`config.mk`:
```
export PLATFORM = sky130hd
export DESIGN_NAME = gt_icache_ctrl_flat
export DESIGN_NICKNAME = d
export VERILOG_FILES = /design/src/rtl/gt_icache_ctrl_if.sv /design/src/rtl/gt_icache_ctrl.sv /design/src/flat_wrapper.sv
export SDC_FILE = /design/constraint.sdc
export NUM_CORES = 1
export LEC_CHECK = 0
export CORE_MARGIN = 4
export CORE_UTILIZATION = 60
export CTS_CLUSTER_SIZE = 10
export DETAILED_ROUTE_END_ITERATION = 8
export PLACE_DENSITY_LB_ADDON = 0.05
export SYNTH_ARGS = -nofsm -noshare
export SYNTH_HDL_FRONTEND = slang
export SYNTH_SLANG_ARGS = --single-unit
```
`constraint.sdc`:
```
create_clock -name GCLK -period 7.2 [get_ports GCLK]
set_input_delay 1.44 -clock GCLK [delete_from_list [all_inputs] [get_ports GCLK]]
set_output_delay 1.44 -clock GCLK [all_outputs]
set_load 0.03 [all_outputs]
```
`src/rtl/gt_icache_ctrl_if.sv`:
```
// Fetch-side and fill-side signals of the instruction cache controller.
// Handshakes: the IFU advances its address counter at a rising clock edge only
// while ctr_en is high. mem_req is a level held until the edge where mem_ack
// is seen high; mem_ack is ignored whenever mem_req is low.
interface gt_icache_ctrl_if;
  logic [31:0] inst_addr;
  logic        addr_valid;
  logic        ctr_en;
  logic        hit;
  logic        miss;
  logic        mem_req;
  logic [31:0] mem_addr;
  logic        mem_ack;
  logic [31:0] hit_count;
  logic [31:0] miss_count;

  // Cache controller side.
  modport slave (
    input  inst_addr, addr_valid, mem_ack,
    output ctr_en, hit, miss, mem_req, mem_addr, hit_count, miss_count
  );

  // IFU / memory / bench side.
  modport master (
    output inst_addr, addr_valid, mem_ack,
    input  ctr_en, hit, miss, mem_req, mem_addr, hit_count, miss_count
  );
endinterface

```
`src/rtl/gt_icache_ctrl.sv`:
```
// Direct-mapped instruction-cache tag controller.
// Looks up the fetch address and stalls the IFU on a miss. Each miss is
// serviced by a req/ack block fill that installs the tag. Hits and misses
// are counted with saturating counters.
module gt_icache_ctrl #(
  parameter int OFFSET_BITS = 4,
  parameter int INDEX_BITS  = 4,
  parameter int TAG_BITS    = 32 - OFFSET_BITS - INDEX_BITS
) (
  input  logic                GCLK,
  input  logic                CLEAR,
  gt_icache_ctrl_if.slave     bus,
  output logic [1:0]          o_dbg_state
);

  localparam int SETS = 1 << INDEX_BITS;

  typedef enum logic [1:0] {
    S_LOOKUP = 2'd0,
    S_REQ    = 2'd1,
    S_RESUME = 2'd2
  } state_t;

  state_t r_state;
  state_t w_next_state;

  logic [SETS-1:0]     r_valid;
  logic [TAG_BITS-1:0] r_tag [SETS];

  logic                r_hit;
  logic                r_miss;
  logic                r_mem_req;
  logic [31:0]         r_mem_addr;
  logic [31:0]         r_hit_count;
  logic [31:0]         r_miss_count;

  logic [INDEX_BITS-1:0] w_index;
  logic [TAG_BITS-1:0]   w_tag;
  logic [INDEX_BITS-1:0] w_fill_index;
  logic [TAG_BITS-1:0]   w_fill_tag;
  logic                  w_lookup;
  logic                  w_ctr_en;
  logic                  w_hit_ev;
  logic                  w_miss_ev;
  logic                  w_fill;
  logic                  w_unused;

  // Address field split for the live fetch address and the captured fill address.
  assign w_index      = bus.inst_addr[OFFSET_BITS+INDEX_BITS-1:OFFSET_BITS];
  assign w_tag        = bus.inst_addr[31 -: TAG_BITS];
  assign w_fill_index = r_mem_addr[OFFSET_BITS+INDEX_BITS-1:OFFSET_BITS];
  assign w_fill_tag   = r_mem_addr[31 -: TAG_BITS];
  assign w_lookup     = r_valid[w_index] && (r_tag[w_index] == w_tag);
  assign w_unused     = ^bus.inst_addr[OFFSET_BITS-1:0];

  // State register; reset abandons any fill in progress.
  always_ff @(posedge GCLK or posedge CLEAR) begin
    if (CLEAR) r_state <= S_LOOKUP;
    else       r_state <= w_next_state;
  end

  // Next-state logic: a miss waits in REQ for ack, then spends one cycle in RESUME.
  always_comb begin
    w_next_state = r_state;
    case (r_state)
      S_LOOKUP: if (bus.addr_valid && !w_lookup) w_next_state = S_REQ;
      S_REQ:    if (bus.mem_ack)                 w_next_state = S_RESUME;
      S_RESUME: w_next_state = S_LOOKUP;
      default:  w_next_state = S_LOOKUP;
    endcase
  end

  // Output/event decode: ctr_en is Mealy on a hit, and forced high in RESUME.
  always_comb begin
    w_ctr_en  = 1'b0;
    w_hit_ev  = 1'b0;
    w_miss_ev = 1'b0;
    w_fill    = 1'b0;
    case (r_state)
      S_LOOKUP: begin
        w_hit_ev  = bus.addr_valid && w_lookup;
        w_miss_ev = bus.addr_valid && !w_lookup;
        w_ctr_en  = w_hit_ev;
      end
      S_REQ:    w_fill   = bus.mem_ack;
      S_RESUME: w_ctr_en = 1'b1;
      default:  w_ctr_en = 1'b0;
    endcase
  end

  // Valid bits clear on reset; a completed fill marks its set valid.
  always_ff @(posedge GCLK or posedge CLEAR) begin
    if (CLEAR)       r_valid <= '0;
    else if (w_fill) r_valid[w_fill_index] <= 1'b1;
  end

  // Tag storage needs no reset since it is qualified by the valid bit.
  always_ff @(posedge GCLK) begin
    if (w_fill) r_tag[w_fill_index] <= w_fill_tag;
  end

  // Pulses, fill request/address and saturating statistics.
  always_ff @(posedge GCLK or posedge CLEAR) begin
    if (CLEAR) begin
      r_hit        <= 1'b0;
      r_miss       <= 1'b0;
      r_mem_req    <= 1'b0;
      r_mem_addr   <= '0;
      r_hit_count  <= '0;
      r_miss_count <= '0;
    end else begin
      r_hit  <= w_hit_ev;
      r_miss <= w_miss_ev;
      if (w_miss_ev) begin
        r_mem_req  <= 1'b1;
        r_mem_addr <= {bus.inst_addr[31:OFFSET_BITS], {OFFSET_BITS{1'b0}}};
      end else if (w_fill) begin
        r_mem_req  <= 1'b0;
      end
      if (w_hit_ev && (r_hit_count != 32'hFFFF_FFFF))
        r_hit_count <= r_hit_count + 32'd1;
      if (w_miss_ev && (r_miss_count != 32'hFFFF_FFFF))
        r_miss_count <= r_miss_count + 32'd1;
    end
  end

  assign bus.ctr_en     = w_ctr_en;
  assign bus.hit        = r_hit;
  assign bus.miss       = r_miss;
  assign bus.mem_req    = r_mem_req;
  assign bus.mem_addr   = r_mem_addr;
  assign bus.hit_count  = r_hit_count;
  assign bus.miss_count = r_miss_count;
  assign o_dbg_state    = r_state;

endmodule

```
`src/flat_wrapper.sv`:
```
// flat-port wrapper written by rule: the top's interface ports become plain ports
module gt_icache_ctrl_flat 
#(
  parameter int OFFSET_BITS = 4,
  parameter int INDEX_BITS  = 4,
  parameter int TAG_BITS    = 32 - OFFSET_BITS - INDEX_BITS
)
  (GCLK, CLEAR, o_dbg_state, bus_inst_addr, bus_addr_valid, bus_mem_ack, bus_ctr_en, bus_hit, bus_miss, bus_mem_req, bus_mem_addr, bus_hit_count, bus_miss_count);
  gt_icache_ctrl_if bus_i ();
  input  logic GCLK;
  input  logic CLEAR;
  output logic [1:0] o_dbg_state;
  input wire logic [$bits(bus_i.inst_addr)-1:0] bus_inst_addr;
  input wire logic [$bits(bus_i.addr_valid)-1:0] bus_addr_valid;
  input wire logic [$bits(bus_i.mem_ack)-1:0] bus_mem_ack;
  output wire logic [$bits(bus_i.ctr_en)-1:0] bus_ctr_en;
  output wire logic [$bits(bus_i.hit)-1:0] bus_hit;
  output wire logic [$bits(bus_i.miss)-1:0] bus_miss;
  output wire logic [$bits(bus_i.mem_req)-1:0] bus_mem_req;
  output wire logic [$bits(bus_i.mem_addr)-1:0] bus_mem_addr;
  output wire logic [$bits(bus_i.hit_count)-1:0] bus_hit_count;
  output wire logic [$bits(bus_i.miss_count)-1:0] bus_miss_count;
  assign bus_i.inst_addr = bus_inst_addr;
  assign bus_i.addr_valid = bus_addr_valid;
  assign bus_i.mem_ack = bus_mem_ack;
  assign bus_ctr_en = bus_i.ctr_en;
  assign bus_hit = bus_i.hit;
  assign bus_miss = bus_i.miss;
  assign bus_mem_req = bus_i.mem_req;
  assign bus_mem_addr = bus_i.mem_addr;
  assign bus_hit_count = bus_i.hit_count;
  assign bus_miss_count = bus_i.miss_count;
  gt_icache_ctrl #(.OFFSET_BITS(OFFSET_BITS), .INDEX_BITS(INDEX_BITS), .TAG_BITS(TAG_BITS)) u_core (.GCLK(GCLK), .CLEAR(CLEAR), .bus(bus_i), .o_dbg_state(o_dbg_state));
endmodule
```
# After elaboration in Yosys (flattened, before gate mapping)

Memory sizes are Yosys's and may differ from the RTL's.
Index checks and enable logic that the tools add are counted.
Widths: inputs -> output; s select.

Multiplexer cells: 15
Magnitude comparators: 3
Div/mod/pow operators: 0
$add $sub $neg: 2
Bitwise logic cells: 1
Equal/unequal tests: 7
Shift operators: 0
Reduce and logical (&&, ||, !) cells: 10
Multiply operators: 0

Operators with widths:

| operator              | count |
|---|---|
| $add 32x1->32 const B | 2 |
| $ne 32x32->1 const B  | 2 |
| $eq 24x24->1          | 1 |
| $or 16x16->16         | 1 |
| $lt 4x5->1 const B    | 2 |
| $mux 1                | 9 |
| $logic_and 1x1->1     | 6 |
| $bmux 1 s4            | 1 |
| $demux 1 s4           | 1 |
| $ge 4x1->1 const B    | 1 |
| $mux 2                | 2 |
| $pmux 2 s2            | 1 |
| $eq 2x1->1 const B    | 1 |
| $eq 2x2->1 const B    | 1 |
| $logic_not 2->1       | 1 |
| $ne 2x1->1 const B    | 1 |
| $ne 2x2->1 const B    | 1 |
| $pmux 1 s2            | 1 |
| $reduce_and 2->1      | 1 |
| $reduce_bool 2->1     | 1 |
| $logic_not 1->1       | 1 |

Memories kept: 1
Logic and storage cells: 47
Flip-flop bits (word level): 113
RAM bits: 384
Output and inout bits: 102
Input port bits: 36
Bits in latches: 0
Bits in read-only memories: 0

Memory list:

| name         | depth | bits a word | rd ports | clocked after memory_dff | write ports | line                 | source |
|---|---|---|---|---|---|---|---|
| u_core.r_tag | 16    | 24          | 1        | 0                        | 1           | gt_icache_ctrl.sv:28 | `logic [TAG_BITS-1:0] r_tag [SETS];` |

# Depth between registers and ports, before layout

Gate-level depths: netlist of run 1.

Depth after elaboration: 7
Gate-level depth with buffers: 15
Gate-level depth less buffers: 10

# Worst setup path before layout of run 1

No wires, ideal clock.

Path kind: input port to output port
Start point: input port bus_inst_addr[4]
End point: output port bus_ctr_en
Path buffers: 4
Stages: 13
Arrival: 4377 ps
Setup slack: 1383 ps
Required time: 5760 ps
Cells stage by stage: buf_6 buf_6 mux4_2 mux2i_1 mux2i_1 xor2_1 nand4b_1 or4_1 nor4_4 buf_4 buf_4 a21oi_1 nor2_1

Word-level cells in the longest chain between the ends: 5
Elaborated cells on any way between the ends: 7
Classes of those cells: 1 x eq/ne; 3 x mux; 2 x reduce/logical; 1 x memory

RTL lines:

| what                                        | line                 | source |
|---|---|---|
| start, declared                             | flat_wrapper.sv:13   | `input wire logic [$bits(bus_i.inst_addr)-1:0] bus_inst_addr;` |
| $mem_v2 16x24 or $bmux 1 s4 (tied branches) | --                   |  |
| $eq 24x24->1 or $mux 1 (tied branches)      | gt_icache_ctrl.sv:53 | `assign w_lookup = r_valid[w_index] && (r_tag[w_index] == w_tag);` |
| $logic_and 1x1->1 (*)                       | gt_icache_ctrl.sv:53 |  |
| $logic_and 1x1->1 (*)                       | gt_icache_ctrl.sv:81 | `w_hit_ev = bus.addr_valid && w_lookup;` |
| $pmux 1 s2 (*)                              | gt_icache_ctrl.sv:79 | `case (r_state)` |
| end, declared                               | flat_wrapper.sv:16   | `output wire logic [$bits(bus_i.ctr_en)-1:0] bus_ctr_en;` |

Every way passes the cells marked *; elsewhere a longest branch is shown, timed or not. The select of a mux whose other input is x is not followed.

# Worst setup path after layout of run 1

Same ends and word-level chain as after synthesis.

==> results.json, run 1 <==
{
  "vias_per_cell": 6.21,
  "crit_required_ns": 5.76,
  "placed_area_sq_um": 22400,
  "final_cell_mix": "edfxtp_1, clkdlybuf4s50_1, dfrtp_1",
  "synth_seq_cells": 497,
  "post_cts_buffers": 0,
  "clockBufferDepth": 3,
  "ant_nets": 0,
  "ys.flop_type": "edfxtp_1",
  "clock-sinks": 497,
  "setup_violations": 0,
  "initial_utilization_pct": 61.1,
  "hpwlAfterDp_microns": 27100,
  "setup_tns_ns": 0,
  "syn_area_sq_um": 20600,
  "routed_wirelength_microns": 47000,
  "root_buffer": "clkbuf_16",
  "final-max-slew-violation-count": 0,
  "vdd_drop_max_mv": 0.261,
  "dp_cells": 1748,
  "finalCritPeriodShare_pct": 92.9,
  "num_vias": 11500,
  "hold_ws_ns": 0.465,
  "path_max_fanout": 36,
  "rows": 67,
  "numPortBuffers": 129,
  "dieArea_sq_um": 37300,
  "syn2layout_area_growth_pct": 16.9,
  "grt_usage_pct": 25.8,
  "yosys_warnings": 0,
  "maxCapViolations": 0,
  "end_kind": "output pin",
  "drcViolationCount": 0,
  "dp_slack_ns": 0.542,
  "clock_latency_ns": 0.59,
  "path_clk_slew_ns": 0.06,
  "finClkSkew_ns": 0.0131,
  "layout-drive-gt1-share_pct": 16.5,
  "grt_overflow_total": 0,
  "clock.fmax_mhz": 149,
  "synth_edf_count": 384,
  "worst_hold_path_type": "flop to flop",
  "die_h_microns": 193,
  "antenna_found_initial": 0,
  "instances_no_fill": 1852,
  "diodes": 0,
  "outcome": "completed",
  "wire_per_inst_microns": 25.4,
  "cts_tree": "yes",
  "slew_headroom_pct": 20.5,
  "drt_iter0_markers": 1190,
  "gp_congestion": 0.852,
  "crit_type": "primary input to output pin",
  "layout_commonest_cell": "edfxtp_1",
  "drt_first_pass_iters": 5,
  "fin_util_pct": 71.4,
  "leakage_nw": 8.56,
  "nFillCells": 2178,
  "die_width_microns": 193,
  "ioPinCount": 138,
  "nNetsFinal": 1396,
  "grt_pass1_wl_microns": 71400,
  "cts_max_level": 2,
  "power.density_nw_per_um2": 313,
  "cts_resized": 0,
  "yosysSeqAreaShare_pct": 69.8,
  "syn_area_per_cell_sq_um": 17.2,
  "postCtsHoldBufs": 0,
  "ys_async_sr_fraction_pct": 22.7,
  "fin_ws_ns": 0.509,
  "period_minus_slack_ns": 6.69,
  "critPathArrivalTime_ns": 5.25,
  "p_total_mw": 7.53,
  "syn_inst": 1195,
  "worst_pin_slew_ns": 1.19,
  "hold_violations": 0,
  "final_area_sq_um": 24100,
  "crit_path_start_kind": "primary input",
  "core_sq_um": 33700,
  "numCtsBuffers": 56,
  "grt_max_degree": 77,
  "rsz0062_at_grt": "false",
  "grt_pass1_vias": 11600,
  "synth.distinct_cells": 67
}
[Yosys cell counts (4+ instances only)]
cell type / n / area (sq um)
nand2b_1: 4 / 25.0
mux2i_1: 83 / 831
nor2b_1: 7 / 43.8
inv_1: 14 / 52.6
a21o_1: 4 / 30.0
buf_2: 12 / 60.1
edfxtp_1: 384 / 11500
or2_2: 18 / 113
xnor2_1: 50 / 438
nor3b_1: 4 / 30.0
clkbuf_1: 9 / 33.8
dfrtp_1: 113 / 2830
mux2_2: 20 / 225
xor2_1: 33 / 289
and3_1: 16 / 100
nor4_1: 17 / 106
o22ai_1: 5 / 31.3
a22o_1: 4 / 35.0
mux4_2: 74 / 1670
mux2_1: 16 / 180
buf_6: 13 / 146
o21ai_0: 5 / 25.0
a22oi_1: 21 / 158
buf_4: 19 / 143
nor3_1: 24 / 120
nand2_1: 38 / 143
nand3_1: 37 / 185
and2_1: 5 / 31.3
a21oi_1: 9 / 45.0
nand4_1: 29 / 181
nor2_1: 39 / 146
and4_1: 8 / 70.1
[cells by family after synthesis]
| logic type | synth area share [%] |
|---|---|
| adder cells (fa/ha/maj) | 0.122 |
| XOR/XNOR | 3.53 |
| buffers and inverters | 2.15 |
| AO/OA/AOI/OAI | 3.03 |
| multiplexers | 14.1 |
| AND/OR/NAND/NOR | 7.27 |
| flip-flops | 69.8 |
| other | 0.0182 |
[routing by layer]
layer	track usage [%]	vias to the layer above	part of all wire, %
met5	0	-	0
met1	37.9	5921	43
met3	4.38	86	7.1
met2	40.7	451	48
met4	7.73	0	2.6
li1	-	5040	-
[cell type report]
type	count	area (sq um)	share of cell area [%]
sequential	497	14400	59.7
multi-input combinational	632	5900	24.5
clock buffer	102	1630	6.76
timing repair buffer	157	1530	6.35
tap	448	561	2.33
inverter	14	55.1	0.229
clock inverter	2	25.0	0.104
[sequential cells by signal, summed over array words and instances (netlist names)]
| signal | count |
|---|---|
| u_core.bus.mem_req | 1 |
| u_core.o_dbg_state | 2 |
| u_core.bus.miss_count | 32 |
| u_core.bus.hit_count | 32 |
| u_core.r_valid | 16 |
| u_core.bus.hit | 1 |
| u_core.bus.mem_addr | 28 |
| u_core.r_tag | 384 |
| u_core.bus.miss | 1 |
[path summary, 6_finish.rpt]
check	startpoint	end	slack, ns	cells after the start
setup / recovery	bus_inst_addr[4]	bus_ctr_en	0.51	11
min in group asynchronous	CLEAR	u_core.bus.hit_count[3]$_DFFE_PP0P_	1.30	2
hold reg to reg	u_core.r_valid[12]$_DFFE_PP0P_	u_core.r_valid[12]$_DFFE_PP0P_	0.46	1
hold / removal	u_core.r_valid[12]$_DFFE_PP0P_	u_core.r_valid[12]$_DFFE_PP0P_	0.46	1
setup reg to reg	u_core.r_tag[15][4]$_DFFE_PP_	u_core.bus.mem_addr[8]$_DFFE_PP0P_	3.16	12
max in group asynchronous	CLEAR	u_core.r_valid[15]$_DFFE_PP0P_	4.49	3
[where the power goes]
group | total, mW | leakage (nW) | internal [mW] | switching, mW
Clock | 2.57 | 0.784 | 1.51 | 1.06
Combinational | 1.00 | 2.86 | 0.419 | 0.584
Sequential | 3.96 | 4.92 | 3.60 | 0.362
Total | 7.53 | 8.56 | 5.52 | 2.01
[worst max-delay path, cell delays in order]
cell and delay (ns):
buf_4 0.52, nor2b_1 0.51, a22oi_1 0.23, a21o_1 0.24, a211oi_1 0.23, a31oi_1 0.10, or4_1 0.62, nor4_4 0.44
a21oi_1 0.13, nor2_1 0.10, clkdlybuf4s50_1 0.67
Power figures use the tool's default switching activity.
==> run 2: changes to the inputs <==
--- a/config.mk
+++ b/config.mk
@@ -10,6 +10,8 @@
 export CTS_CLUSTER_SIZE = 10
 export DETAILED_ROUTE_END_ITERATION = 8
 export PLACE_DENSITY_LB_ADDON = 0.05
+export RECOVER_POWER = 50
+export SLEW_MARGIN = 5
 export SYNTH_ARGS = -nofsm -noshare
 export SYNTH_HDL_FRONTEND = slang
 export SYNTH_SLANG_ARGS = --single-unit
==> run 2 against run 1 <==
  * The flow now finishes with violations (capacitance limit, slew limit)
  * Critical path type unchanged
  * Design area decreased by 0.13%
  * Utilization decreased by 0.093 points
  * Critical endpoint unchanged
  * Clock power about the same
  * Critical path depth unchanged
  * Maximum frequency decreased by 0.12%
  * Final cell count unchanged
  * Worst hold slack improved by 0.0013 ns
==> results.json, run 2 (synthesis results as in run 1) <==
{
  "final-max-slew-violation-count": 272,
  "switching_share_pct": 26.6,
  "gp_congestion": 0.852,
  "pwr-share-clk_pct": 34.1,
  "root_buffer": "clkbuf_16",
  "finalCritPeriodShare_pct": 93.0,
  "clock-sinks": 497,
  "dieArea_sq_um": 37300,
  "seqPwrFrac_pct": 52.6,
  "rr_endpoint": "u_core.bus.mem_addr[8]$_DFFE_PP0P_",
  "layout-drive-gt1-share_pct": 16.0,
  "placed_area_sq_um": 22400,
  "worst_hold_path_type": "flop to flop",
  "switching_power_mw": 2.01,
  "layout_commonest_cell": "edfxtp_1",
  "routed_wirelength_microns": 47100,
  "setup_violations": 0,
  "crit_type": "primary input to output pin",
  "worst_pin_slew_ns": 2.32,
  "final_area_sq_um": 24000,
  "hold_violations": 0,
  "drcViolationCount": 0,
  "grt_overflow_total": 0,
  "crit_path_start_kind": "primary input",
  "worstPathCellList": "buf_4 > nor2b_1 > a22oi_1 > a21o_1 > a211oi_1 > a31oi_1 > or4_1 > nor4_4 > a21oi_1 > nor2_1 > clkdlybuf4s50_1",
  "antenna_found_initial": 0,
  "drt_iter0_markers": 1125,
  "num_vias": 11600,
  "rsz0062_at_grt": "false",
  "crit_required_ns": 5.76,
  "max_stage_delay_ns": 0.67,
  "maxCapViolations": 8,
  "hold_ws_ns": 0.466,
  "reg2reg_from": "u_core.r_tag[15][4]$_DFFE_PP_",
  "cpLargestDelayFamily": "simple AND/OR/NAND/NOR gates",
  "min_from": "u_core.r_valid[10]$_DFFE_PP0P_",
  "clockBufferDepth": 3,
  "hpwlAfterDp_microns": 27100,
  "path_max_fanout": 36,
  "outcome": "complete, but fails checks",
  "violations": "capacitance limit, slew limit",
  "reg2reg_setup_slack_ns": 3.16,
  "slew_headroom_pct": -54.4,
  "min_to": "u_core.r_valid[10]$_DFFE_PP0P_",
  "syn2layout_area_growth_pct": 16.7,
  "wire_per_inst_microns": 25.4,
  "die_h_microns": 193,
  "grt_max_degree": 77,
  "largest_reg_flops": 384,
  "fin_util_pct": 71.3,
  "slowest_stage": "clkdlybuf4s50_1",
  "power_frac_comb_pct": 13.3,
  "post_cts_buffers": 0,
  "p_int_mw": 5.52,
  "leakage_nw": 8.53,
  "period_minus_slack_ns": 6.70,
  "ioPinCount": 138,
  "numCtsBuffers": 56,
  "cts_resized": 0,
  "clock_latency_ns": 0.59,
  "postCtsHoldBufs": 0,
  "cts_max_level": 2,
  "numPortBuffers": 129,
  "diodes": 0,
  "finClkSkew_ns": 0.0144,
  "drt_first_pass_iters": 5,
  "critPathArrivalTime_ns": 5.26,
  "core_sq_um": 33700,
  "power.density_nw_per_um2": 313,
  "setup_tns_ns": 0,
  "cp_num_buf_inv": 2,
  "final_cell_mix": "edfxtp_1, clkdlybuf4s50_1, dfrtp_1",
  "grt_pass1_wl_microns": 71400,
  "nNetsFinal": 1396,
  "grt_usage_pct": 25.8,
  "vdd_drop_max_mv": 0.261,
  "die_width_microns": 193,
  "top_register": "u_core.r_tag",
  "grt_pass1_vias": 11600,
  "r2r_cells": 12,
  "end_kind": "output pin",
  "initial_utilization_pct": 61.1,
  "clock.fmax_mhz": 149,
  "hold_depth": 1,
  "path_clk_slew_ns": 0.05,
  "vias_per_cell": 6.24,
  "cts_tree": "yes",
  "ant_nets": 0,
  "rows": 67
}
run 2: cell count changes in the layout (fill, tap and decap cells not counted), sizes merged:
| cell | delta |
|---|---|
| clkdlybuf4s50 | -2 |
| buf | -7 |
| clkinvlp | +1 |
| dlygate4sd3 | +2 |
| inv | -1 |
| clkbuf | +7 |
run 2: worst register-to-register path: stages (launching register included):
cell and delay [ns]:
edfxtp_1 0.37, mux4_2 0.48, mux2i_1 0.16, mux2i_1 0.11
xnor2_1 0.19, buf_4 0.17, nand4b_1 0.11, or4_1 0.54
nor4_4 0.44, buf_4 0.46, nor2_4 0.15, buf_4 0.34
mux2_1 0.42
run 2: worst max-delay path by stage:
stage	start	endpoint	slack, ns	cells past startpoint
floorplan	bus_inst_addr[4]	bus_ctr_en	1.38	13
global placement	bus_inst_addr[6]	bus_ctr_en	0.59	12
detailed placement	bus_inst_addr[4]	bus_ctr_en	0.54	11
CTS	bus_inst_addr[4]	bus_ctr_en	0.50	11
global route	bus_inst_addr[5]	bus_ctr_en	0.32	12
finish	bus_inst_addr[4]	bus_ctr_en	0.50	11
run 2: power by group through the flow:
stage,registers (mW),logic [mW],clock network (mW)
final,3.96,1.00,2.57
after global routing,4.01,1.06,2.75
after CTS,3.95,1.01,2.61
after detailed placement,4.00,1.01,0
after global placement,3.97,0.991,0
after floorplan,4.06,0.434,0
run 2: metal layers:
| layer | share of wire [%] | vias up | global-route usage [%] |
|---|---|---|---|
| met3 | 7.2 | 81 | 4.38 |
| met5 | 0 | - | 0 |
| met1 | 43 | 5966 | 37.9 |
| li1 | - | 5044 | - |
| met4 | 2.6 | 0 | 7.73 |
| met2 | 47 | 468 | 40.7 |
run 2: area by class of cell:
cell class | count | area [sq um]
Clock buffer | 102 | 1630
Clock inverter | 2 | 25.0
Fill cell | 2187 | 9680
Inverter | 14 | 53.8
Multi-Input combinational cell | 632 | 5900
Sequential cell | 497 | 14400
Tap cell | 448 | 561
Timing Repair Buffer | 157 | 1500
run 2: per-stage QoR:
stage          total power, mW  instances  setup WS, ns
6_report                  7.53       1852         0.501
5_1_grt                   7.82       1852         0.325
4_1_cts                   7.58       1852         0.500
3_5_place_dp              5.01       1748         0.542
3_3_place_gp              4.96       1748         0.588
2_1_floorplan             4.49       1198          1.38
==> run 3: changes to the inputs <==
--- a/config.mk
+++ b/config.mk
@@ -9,7 +9,7 @@
 export CORE_UTILIZATION = 60
 export CTS_CLUSTER_SIZE = 10
 export DETAILED_ROUTE_END_ITERATION = 8
-export PLACE_DENSITY_LB_ADDON = 0.05
+export PLACE_DENSITY = 0.81
 export RECOVER_POWER = 50
 export SLEW_MARGIN = 5
 export SYNTH_ARGS = -nofsm -noshare
==> run 3 against run 2 <==
  * The flow still finishes with violations (capacitance limit, slew limit)
  * Critical path depth up 1
  * Via count grew 2.2%
  * Combinational power is essentially flat
  * Wire length increased by 3.2%
  * Non-clock buffer count shrank 3
  * Critical endpoint unchanged
  * Largest cell class unchanged
==> results.json, run 3 (synthesis results as in run 1) <==
{
  "syn2layout_area_growth_pct": 16.3,
  "fin_util_pct": 71.0,
  "crit_type": "primary input to output pin",
  "setup_violations": 0,
  "die_width_microns": 193,
  "rows": 67,
  "reg2reg_from": "u_core.r_tag[14][4]$_DFFE_PP_",
  "worst_hold_path_type": "flop to flop",
  "num_vias": 11800,
  "worstPathCellList": "buf_4 > buf_4 > mux2_2 > o22ai_1 > a221oi_1 > xnor2_1 > a31oi_1 > or4_1 > nor4_4 > a21oi_1 > nor2_1 > buf_4",
  "leakage_nw": 8.51,
  "clock.fmax_mhz": 156,
  "slowest_stage": "or4_1",
  "layout-drive-gt1-share_pct": 15.9,
  "end_kind": "output pin",
  "initial_utilization_pct": 61.1,
  "final_area_sq_um": 23900,
  "hpwlAfterDp_microns": 28300,
  "finClkSkew_ns": 0.0248,
  "crit_required_ns": 5.76,
  "hold_ws_ns": 0.464,
  "drt_first_pass_iters": 5,
  "vias_per_cell": 6.40,
  "post_cts_buffers": 0,
  "hold_depth": 1,
  "crit_top_cell": "buf_4",
  "switching_share_pct": 27.1,
  "cts_max_level": 2,
  "clockBufferDepth": 3,
  "grt_usage_pct": 26.3,
  "antenna_found_initial": 0,
  "largest_reg_flops": 384,
  "grt_overflow_total": 0,
  "dp_cells": 1745,
  "seqPwrFrac_pct": 52.7,
  "grt_pass1_wl_microns": 72500,
  "placed_area_sq_um": 22300,
  "cts_resized": 0,
  "die_h_microns": 193,
  "r2r_cells": 11,
  "nFillCells": 2085,
  "p_int_mw": 5.50,
  "routed_wirelength_microns": 48600,
  "wire_per_inst_microns": 26.3,
  "worst_pin_slew_ns": 3.15,
  "fin_ws_ns": 0.771,
  "rsz0062_at_grt": "false",
  "drcViolationCount": 0,
  "period_minus_slack_ns": 6.43,
  "ioPinCount": 138,
  "cts_tree": "yes",
  "outcome": "complete, but fails checks",
  "violations": "capacitance limit, slew limit",
  "postCtsHoldBufs": 0,
  "reg2reg_setup_slack_ns": 2.91,
  "dieArea_sq_um": 37300,
  "cpLargestDelayFamily": "simple AND/OR/NAND/NOR gates",
  "p_total_mw": 7.55,
  "path_clk_slew_ns": 0.05,
  "final-max-slew-violation-count": 220,
  "path_max_fanout": 32,
  "nNetsFinal": 1393,
  "diodes": 0,
  "cp_num_buf_inv": 3,
  "core_sq_um": 33700,
  "min_from": "u_core.r_valid[15]$_DFFE_PP0P_",
  "hold_violations": 0,
  "ant_nets": 0,
  "min_to": "u_core.r_valid[15]$_DFFE_PP0P_",
  "max_stage_delay_ns": 0.62,
  "vdd_drop_max_mv": 0.292,
  "numCtsBuffers": 56,
  "crit_path_start_kind": "primary input",
  "drt_iter0_markers": 1140,
  "critPathArrivalTime_ns": 4.99,
  "dp_slack_ns": 0.857,
  "final_cell_mix": "edfxtp_1, clkdlybuf4s50_1, dfrtp_1",
  "power_frac_comb_pct": 13.1,
  "root_buffer": "clkbuf_16",
  "rr_endpoint": "u_core.bus.mem_addr[13]$_DFFE_PP0P_",
  "pwr-share-clk_pct": 34.2,
  "power.density_nw_per_um2": 315,
  "numPortBuffers": 129,
  "finalCritPeriodShare_pct": 89.3,
  "maxCapViolations": 6,
  "grt_pass1_vias": 11900,
  "setup_tns_ns": 0,
  "grt_max_degree": 65,
  "instances_no_fill": 1847,
  "top_register": "u_core.r_tag",
  "clock-sinks": 497,
  "clock_latency_ns": 0.60,
  "slew_headroom_pct": -111,
  "switching_power_mw": 2.05,
  "gp_congestion": 0.861,
  "layout_commonest_cell": "edfxtp_1"
}
==> run 3: worst max path at each step <==
stage,from,to,slack [ns],cells after the start
2_1_floorplan,bus_inst_addr[4],bus_ctr_en,1.38,13
3_3_place_gp,bus_inst_addr[6],bus_ctr_en,0.94,11
3_5_place_dp,bus_inst_addr[5],bus_ctr_en,0.86,12
4_1_cts,bus_inst_addr[5],bus_ctr_en,0.82,12
5_1_grt,CLEAR,u_core.bus.mem_addr[20]$_DFFE_PP0P_,0.33,3
6_report,bus_inst_addr[5],bus_ctr_en,0.77,12
==> run 3: area by class of cell <==
| type | count | area [sq um] | share of cell area [%] |
|---|---|---|---|
| multi-input cells | 632 | 5870 | 24.5 |
| clock buffers | 99 | 1590 | 6.66 |
| repair buffers | 154 | 1460 | 6.09 |
| flip-flops and latches | 497 | 14400 | 60.0 |
| clock inverters | 3 | 48.8 | 0.204 |
| well taps | 448 | 561 | 2.34 |
| inverters | 14 | 53.8 | 0.225 |
==> run 3: worst reg2reg max path: cells and delay by family (launching register included) <==
kind	cells	cell delay [ns]
buffers and inverters	2	0.83
xor gates and xnor gates	1	0.47
muxes	4	1.11
and+or+nand+nor	4	1.39
DFF	1	0.38
==> run 3: layer usage <==
metal / up-vias / share of wire [%] / track usage [%]
li1: 5037 / - / -
met1: 6012 / 39 / 36.3
met2: 659 / 49 / 43.2
met3: 107 / 9.5 / 4.90
met4: 0 / 3.0 / 8.55
met5: - / 0 / 0
==> run 3: power by group through the flow <==
stage | Clock (mW) | Sequential, mW | Combinational, mW
6_report | 2.58 | 3.97 | 0.988
5_1_grt | 2.73 | 4.02 | 1.05
4_1_cts | 2.60 | 3.96 | 0.997
3_5_place_dp | 0 | 4.01 | 0.988
3_3_place_gp | 0 | 3.97 | 0.971
2_1_floorplan | 0 | 4.06 | 0.434
